<file path="src/rtl/vdma_read_burst_responder_if.sv">
// Signal bundle between the read-FIFO status controller, the AXI4 read channels and the
// read-side pixel FIFO. The responder uses the slave modport, its environment uses master.
interface vdma_read_burst_responder_if #(
    parameter int unsigned ADDR_WIDTH = 32,
    parameter int unsigned DATA_WIDTH = 256,
    parameter int unsigned LSIZE      = 9
) ();
    logic                  fsync;
    logic [ADDR_WIDTH-1:0] base_addr;
    logic                  burst_req;
    logic                  tail_req;
    logic [LSIZE-1:0]      req_len;
    logic                  resp;
    logic                  done;
    logic                  busy;
    logic [ADDR_WIDTH-1:0] araddr;
    logic [7:0]            arlen;
    logic                  arvalid;
    logic                  arready;
    logic [DATA_WIDTH-1:0] rdata;
    logic [1:0]            rresp;
    logic                  rlast;
    logic                  rvalid;
    logic                  rready;
    logic                  fifo_full;
    logic                  fifo_wr_en;
    logic [DATA_WIDTH-1:0] fifo_wr_data;
    logic                  err;

    modport slave (
        input  fsync, base_addr, burst_req, tail_req, req_len,
        input  arready, rdata, rresp, rlast, rvalid, fifo_full,
        output resp, done, busy, araddr, arlen, arvalid, rready,
        output fifo_wr_en, fifo_wr_data, err
    );

    modport master (
        output fsync, base_addr, burst_req, tail_req, req_len,
        output arready, rdata, rresp, rlast, rvalid, fifo_full,
        input  resp, done, busy, araddr, arlen, arvalid, rready,
        input  fifo_wr_en, fifo_wr_data, err
    );
endinterface

</file>
<file path="src/rtl/vdma_read_burst_responder.sv">
// Turns each burst/tail request into one AXI4 read burst and streams the returned beats into
// the pixel FIFO, tracking a running frame address that reloads from base_addr on fsync.
module vdma_read_burst_responder #(
    parameter int unsigned ADDR_WIDTH = 32,
    parameter int unsigned DATA_WIDTH = 256,
    parameter int unsigned LSIZE      = 9
) (
    input  logic                        clock,
    input  logic                        rst,
    vdma_read_burst_responder_if.slave  bus
);
    localparam int unsigned Bpb = DATA_WIDTH / 8;

    typedef enum logic [1:0] {StIdle, StAddr, StData, StFin} state_e;

    state_e                state_q, state_d;
    logic [LSIZE-1:0]      len_q, len_d;
    logic [LSIZE-1:0]      beat_cnt_q, beat_cnt_d;
    logic [ADDR_WIDTH-1:0] cur_addr_q, cur_addr_d;
    logic [ADDR_WIDTH-1:0] araddr_q, araddr_d;
    logic [7:0]            arlen_q, arlen_d;
    logic                  arvalid_q, arvalid_d;
    logic                  resp_q, resp_d;
    logic                  done_q, done_d;
    logic                  flush_q, flush_d;
    logic                  err_q, err_d;

    logic rready_c, beat_c, last_beat_c;

    // While flushing an aborted frame, beats are drained regardless of FIFO space.
    assign rready_c    = (state_q == StData) && (!bus.fifo_full || flush_q);
    assign beat_c      = rready_c && bus.rvalid;
    assign last_beat_c = (beat_cnt_q == len_q - LSIZE'(1));

    always_comb begin
        state_d    = state_q;
        len_d      = len_q;
        beat_cnt_d = beat_cnt_q;
        cur_addr_d = cur_addr_q;
        araddr_d   = araddr_q;
        arlen_d    = arlen_q;
        arvalid_d  = arvalid_q;
        flush_d    = flush_q;
        err_d      = err_q;
        resp_d     = 1'b0;
        done_d     = 1'b0;

        unique case (state_q)
            StIdle: begin
                if (bus.fsync) begin
                    cur_addr_d = bus.base_addr;
                end
                // Both request kinds share req_len, so burst_req priority needs no mux.
                if (bus.burst_req || bus.tail_req) begin
                    len_d      = bus.req_len;
                    beat_cnt_d = '0;
                    resp_d     = 1'b1;
                    if (bus.req_len == '0) begin
                        state_d = StFin;
                    end else begin
                        state_d   = StAddr;
                        arvalid_d = 1'b1;
                        araddr_d  = bus.fsync ? bus.base_addr : cur_addr_q;
                        arlen_d   = 8'(bus.req_len - LSIZE'(1));
                    end
                end
            end
            StAddr: begin
                if (bus.fsync) begin
                    flush_d = 1'b1;
                end
                if (bus.arready) begin
                    arvalid_d  = 1'b0;
                    state_d    = StData;
                    cur_addr_d = cur_addr_q + ADDR_WIDTH'(len_q) * ADDR_WIDTH'(Bpb);
                end
            end
            StData: begin
                if (bus.fsync) begin
                    flush_d = 1'b1;
                end
                if (beat_c) begin
                    beat_cnt_d = beat_cnt_q + LSIZE'(1);
                    if ((bus.rresp != 2'b00) || (bus.rlast != last_beat_c)) begin
                        err_d = 1'b1;
                    end
                    if (last_beat_c) begin
                        state_d = StFin;
                        done_d  = !flush_d;
                    end
                end
            end
            StFin: begin
                state_d = StIdle;
                // A zero-length request reports done one cycle after its resp.
                if ((len_q == '0) && !flush_q) begin
                    done_d = 1'b1;
                end
                if (flush_q) begin
                    cur_addr_d = bus.base_addr;
                    flush_d    = 1'b0;
                end
            end
            default: state_d = StIdle;
        endcase
    end

    always_ff @(posedge clock) begin
        if (rst) begin
            state_q    <= StIdle;
            len_q      <= '0;
            beat_cnt_q <= '0;
            cur_addr_q <= '0;
            araddr_q   <= '0;
            arlen_q    <= '0;
            arvalid_q  <= 1'b0;
            resp_q     <= 1'b0;
            done_q     <= 1'b0;
            flush_q    <= 1'b0;
            err_q      <= 1'b0;
        end else begin
            state_q    <= state_d;
            len_q      <= len_d;
            beat_cnt_q <= beat_cnt_d;
            cur_addr_q <= cur_addr_d;
            araddr_q   <= araddr_d;
            arlen_q    <= arlen_d;
            arvalid_q  <= arvalid_d;
            resp_q     <= resp_d;
            done_q     <= done_d;
            flush_q    <= flush_d;
            err_q      <= err_d;
        end
    end

    assign bus.resp         = resp_q;
    assign bus.done         = done_q;
    assign bus.busy         = (state_q != StIdle);
    assign bus.araddr       = araddr_q;
    assign bus.arlen        = arlen_q;
    assign bus.arvalid      = arvalid_q;
    assign bus.rready       = rready_c;
    assign bus.fifo_wr_en   = beat_c && !flush_q;
    assign bus.fifo_wr_data = bus.rdata;
    assign bus.err          = err_q;
endmodule

</file>
<file path="src/flat_wrapper.sv">
// flat-port wrapper written by rule: the top's interface ports become plain ports
module vdma_read_burst_responder_flat 
#(
    parameter int unsigned ADDR_WIDTH = 32,
    parameter int unsigned DATA_WIDTH = 256,
    parameter int unsigned LSIZE      = 9
)
  (clock, rst, bus_fsync, bus_base_addr, bus_burst_req, bus_tail_req, bus_req_len, bus_arready, bus_rdata, bus_rresp, bus_rlast, bus_rvalid, bus_fifo_full, bus_resp, bus_done, bus_busy, bus_araddr, bus_arlen, bus_arvalid, bus_rready, bus_fifo_wr_en, bus_fifo_wr_data, bus_err);
  vdma_read_burst_responder_if #(.ADDR_WIDTH(ADDR_WIDTH), .DATA_WIDTH(DATA_WIDTH), .LSIZE(LSIZE)) bus_i ();
  input  logic clock;
  input  logic rst;
  input wire logic [$bits(bus_i.fsync)-1:0] bus_fsync;
  input wire logic [$bits(bus_i.base_addr)-1:0] bus_base_addr;
  input wire logic [$bits(bus_i.burst_req)-1:0] bus_burst_req;
  input wire logic [$bits(bus_i.tail_req)-1:0] bus_tail_req;
  input wire logic [$bits(bus_i.req_len)-1:0] bus_req_len;
  input wire logic [$bits(bus_i.arready)-1:0] bus_arready;
  input wire logic [$bits(bus_i.rdata)-1:0] bus_rdata;
  input wire logic [$bits(bus_i.rresp)-1:0] bus_rresp;
  input wire logic [$bits(bus_i.rlast)-1:0] bus_rlast;
  input wire logic [$bits(bus_i.rvalid)-1:0] bus_rvalid;
  input wire logic [$bits(bus_i.fifo_full)-1:0] bus_fifo_full;
  output wire logic [$bits(bus_i.resp)-1:0] bus_resp;
  output wire logic [$bits(bus_i.done)-1:0] bus_done;
  output wire logic [$bits(bus_i.busy)-1:0] bus_busy;
  output wire logic [$bits(bus_i.araddr)-1:0] bus_araddr;
  output wire logic [$bits(bus_i.arlen)-1:0] bus_arlen;
  output wire logic [$bits(bus_i.arvalid)-1:0] bus_arvalid;
  output wire logic [$bits(bus_i.rready)-1:0] bus_rready;
  output wire logic [$bits(bus_i.fifo_wr_en)-1:0] bus_fifo_wr_en;
  output wire logic [$bits(bus_i.fifo_wr_data)-1:0] bus_fifo_wr_data;
  output wire logic [$bits(bus_i.err)-1:0] bus_err;
  assign bus_i.fsync = bus_fsync;
  assign bus_i.base_addr = bus_base_addr;
  assign bus_i.burst_req = bus_burst_req;
  assign bus_i.tail_req = bus_tail_req;
  assign bus_i.req_len = bus_req_len;
  assign bus_i.arready = bus_arready;
  assign bus_i.rdata = bus_rdata;
  assign bus_i.rresp = bus_rresp;
  assign bus_i.rlast = bus_rlast;
  assign bus_i.rvalid = bus_rvalid;
  assign bus_i.fifo_full = bus_fifo_full;
  assign bus_resp = bus_i.resp;
  assign bus_done = bus_i.done;
  assign bus_busy = bus_i.busy;
  assign bus_araddr = bus_i.araddr;
  assign bus_arlen = bus_i.arlen;
  assign bus_arvalid = bus_i.arvalid;
  assign bus_rready = bus_i.rready;
  assign bus_fifo_wr_en = bus_i.fifo_wr_en;
  assign bus_fifo_wr_data = bus_i.fifo_wr_data;
  assign bus_err = bus_i.err;
  vdma_read_burst_responder #(.ADDR_WIDTH(ADDR_WIDTH), .DATA_WIDTH(DATA_WIDTH), .LSIZE(LSIZE)) u_core (.clock(clock), .rst(rst), .bus(bus_i));
endmodule
</file>
<file path="config.mk">
export PLATFORM = sky130hd
export DESIGN_NAME = vdma_read_burst_responder_flat
export DESIGN_NICKNAME = d
export VERILOG_FILES = /design/src/rtl/vdma_read_burst_responder_if.sv /design/src/rtl/vdma_read_burst_responder.sv /design/src/flat_wrapper.sv
export SDC_FILE = /design/constraint.sdc
export NUM_CORES = 1
export LEC_CHECK = 0
export BUFFER_PORTS_ARGS = -buffer_cell sky130_fd_sc_hd__buf_2
export CAP_MARGIN = 40
export CORE_AREA = 3 3 238 240
export CTS_BUF_LIST = sky130_fd_sc_hd__clkbuf_16
export CTS_CLUSTER_DIAMETER = 120
export DETAILED_ROUTE_END_ITERATION = 8
export DIE_AREA = 0 0 241 243
export GPL_ROUTABILITY_DRIVEN = 0
export MAX_ROUTING_LAYER = met4
export PLACE_DENSITY = 0.35
export SETUP_SLACK_MARGIN = 0.5
export SYNTH_ARGS = -nofsm -noshare
export SYNTH_HDL_FRONTEND = slang
export SYNTH_SLANG_ARGS = --single-unit
export TNS_END_PERCENT = 20
</file>
<file path="constraint.sdc">
create_clock -name clock -period 2.85 [get_ports clock]
set_input_delay 0.1425 -clock clock [delete_from_list [all_inputs] [get_ports clock]]
set_output_delay 0.1425 -clock clock [all_outputs]
set_load 0.01 [all_outputs]
</file>
==> flow_summary.yaml <==
sta:
  fin_crit_sh_pct: 84.9
  finalHoldViolations: 0
  setup_viol: 0
  slew_headroom_pct: 53.3
  layout_setup_ws_ns: 0.429
  tightest_slew_ns: 0.700
  max_clock_freq_mhz: 413
  tns_ns: 0
  clock_skew_ns: 0.0147
  rsz0062_at_grt: "yes"
  fin_crit_ns: 2.42
  drv_slew: 0
worst_setup_path:
  critPathKind: "reg2reg"
  rrSetupSlack_ns: 0.43
  reg2reg_from: "u_core.len_q[4]"
  cp-end-kind: "flip-flop"
  r2r-end: "u_core.cur_addr_q[30]"
  crit_path_start_kind: "flip-flop"
  arrival_ns: 2.70
  critPathMaxFanout: 6
  required_ns: 3.13
  ff2ff_path_depth: 8
synthesis:
  yosys.area_share.simple_pct: 14.6
  synth.area.top_cells: "dfxtp_1 26%, buf_4 25%, mux2i_1 5.7%, a211oi_1 5.2%, nor2_1 5.1%"
  synth_seq_cells: 97
  synth_cells: 953
  synth.area.mux_share_pct: 5.80
  yosysTopAreaCell: "dfxtp_1"
  synthXorXnorAreaFrac_pct: 3.98
  ys_types: 64
  synth-compound-area-share_pct: 18.1
  synth-async-reset-ratio_pct: 0
  syn_area_per_cell_sq_um: 7.98
  synth_top_family_by_area: "buffers and inverters"
  synth_top_cell_area_share_pct: 25.5
  synthTopCellsByCount: "256 x buf_4, 104 x nor2_1, 97 x dfxtp_1, 54 x nand2_1, 53 x a211oi_1"
  synth_most_common_cell: "buf_4"
  synth_edf_count: 0
  synth_seq_area_share_pct: 25.5
  yosys_warnings: 0
  synth.net_count: 1280
  synthAdderAreaFrac_pct: 3.22
  synthFlopType: "dfxtp_1"
  synth_area_sq_um: 7610
route:
  vias: 5818
  drc: 0
  avgRoutedWirePerCell_um: 18.4
  wirelength_mm: 27.6
  first_pass_iters: 4
  first_iter_violations: 337
  ant_nets: 0
  viasPerCell: 3.87
hold_path:
  min_path_type: "in2reg"
  hold_start: "bus_base_addr[29]"
  holdPathStages: 3
  hold_end: "u_core.cur_addr_q[29]"
clocking:
  path_clk_slew_ns: 0.08
  cts_buffer_depth: 2
  clkSinkCount: 97
  cts_buffers: 9
  htree_levels: 3
  cts_tree: "done"
  cts-root-buf: "clkbuf_16"
  clk_latency_ns: 0.39
placement:
  port_buffers: 98
  dp_hpwl_mm: 21.3
  dpl_cell_area_sq_um: 7120
  dp_slack_ns: 0.198
run:
  drv_cap: 0
power_and_ir_drop:
  switching_share_pct: 41.1
  p_per_area_nw_per_um2: 736
  p_leak_nw: 2.95
  p_sw_mw: 2.29
  seqPwrFrac_pct: 34.7
  ir_worst_vdd_v: 0.000342
  clockPowerShare_pct: 23.8
  combPwrFrac_pct: 41.5
  p_int_mw: 3.28
die:
  die-area_sq_um: 58600
  die_h_um: 243
  core_region_area_sq_um: 54900
  die-width_um: 241
  initial_utilization_pct: 13.9
  rows: 86
  io_pins: 611
layout:
  layout-drive-gt1-share_pct: 21.7
  num-nets-final: 1118
  syn2layout_area_growth_pct: -0.543
  final_core_util_pct: 13.8
  stdcell_area_sq_um: 7570
global_routing:
  grt_pass1_wl_mm: 40.5
  grt_max_degree: 57
  antenna_found_initial: 3
  first_global_vias: 5913
  overflow: 0
  grt.total_usage_pct: 9.62
outcome:
  status: "finished, final reports clean"
==> registers in the layout, indices dropped and copies added (netlist names) <==
signal              flops
u_core.beat_cnt_q       9
u_core.bus.araddr      32
u_core.bus.arlen        8
u_core.bus.arvalid      1
u_core.bus.done         1
u_core.bus.err          1
u_core.bus.resp         1
u_core.cur_addr_q      32
u_core.flush_q          1
u_core.len_q            9
u_core.state_q          2
==> metal layers <==
layer	track usage [%]	routed length, um
met1	11.5	11900
met2	14.2	12300
met3	4.11	2570
met4	3.67	807
met5	-	0
==> layout make-up <==
cell class,instances,area (sq um)
well taps,704,881
fillers,6337,47300
clock buffers,9,225
flip-flops and latches,97,1960
diodes,2,5.00
clock inverters,7,70.1
multi-input cells,532,3550
repair buffers,135,825
inverters,16,60.1
==> worst max-delay path, cell delays in order, from the launching register on <==
cell and delay, ns:
dfxtp_1 0.42, ha_1 0.40, nand4_1 0.15, a21oi_1 0.36
o211ai_1 0.16, buf_4 0.19, nor3_1 0.35, o22a_1 0.20
o22ai_1 0.07
==> power by group through the flow <==
stage / Clock [mW] / Combinational (mW) / Sequential [mW]
finish: 1.33 / 2.31 / 1.93
CTS: 1.41 / 2.35 / 1.94
global placement: 0 / 2.28 / 1.96
detailed placement: 0 / 2.30 / 1.97
floorplan: 0 / 1.81 / 1.96
global route: 1.45 / 2.62 / 1.99
==> logic make-up (layout without fill, tap and decap cells) <==
logic type / Yosys count / count (layout)
buffers and inverters: 324 / 167
and+or+nand+nor: 240 / 240
AOI/OAI and AO/OA: 196 / 196
DFF: 97 / 97
muxes: 44 / 44
xor gates and xnor gates: 33 / 33
adders and majority gates: 19 / 19
other: 0 / 2
==> through the flow <==
stage	hold slack (ns)	instances	power (mW)
2_1_floorplan	0.271	953	3.77
3_3_place_gp	0.285	1473	4.25
3_5_place_dp	0.285	1473	4.27
4_1_cts	0.0160	1499	5.70
5_1_grt	0.0594	1501	6.05
6_report	0.0512	1502	5.57
==> layout by cell type (no fill, tap or decap), drive strengths merged, types with 4 or more instances in the layout <==
cell / synthesis / final
mux2i: 43 / 43
and3: 5 / 5
nor3: 15 / 15
nand4: 10 / 10
nand3: 12 / 12
inv: 16 / 19
o22ai: 6 / 6
o21ai: 16 / 16
nor4: 4 / 4
a221oi: 7 / 7
or3: 5 / 5
a21oi: 43 / 43
a22oi: 23 / 23
clkbuf: 43 / 9
o211ai: 5 / 5
dfxtp: 97 / 97
nand2: 54 / 54
a21o: 9 / 9
ha: 18 / 18
buf: 265 / 130
a211oi: 54 / 54
a2111oi: 4 / 4
nor2: 104 / 104
dlygate4sd3: 0 / 5
nor2b: 6 / 6
xnor2: 18 / 18
xor2: 14 / 14
nand2b: 9 / 9
or4: 4 / 4
a31oi: 5 / 5
==> how the worst max path moves through the flow <==
| stage | startpoint | end | cells after the start |
|---|---|---|---|
| after floorplan | u_core.cur_addr_q[5] | u_core.cur_addr_q[15] | 11 |
| after global routing | u_core.len_q[6] | u_core.cur_addr_q[26] | 8 |
| after detailed placement | u_core.len_q[0] | u_core.cur_addr_q[21] | 10 |
| after global placement | u_core.len_q[0] | u_core.cur_addr_q[21] | 10 |
| final | u_core.len_q[4] | u_core.cur_addr_q[30] | 8 |
| after CTS | u_core.len_q[3] | u_core.bus.err | 8 |
==> what timing repair did <==
item,in CTS,in global routing
pin swaps,7,2
setup buffers,5,1
gates resized for setup,9,9
endpoints found under the setup margin,20,27
hold endpoints to repair,5,0
hold buffers,5,0
Power figures use the tool's default switching activity.
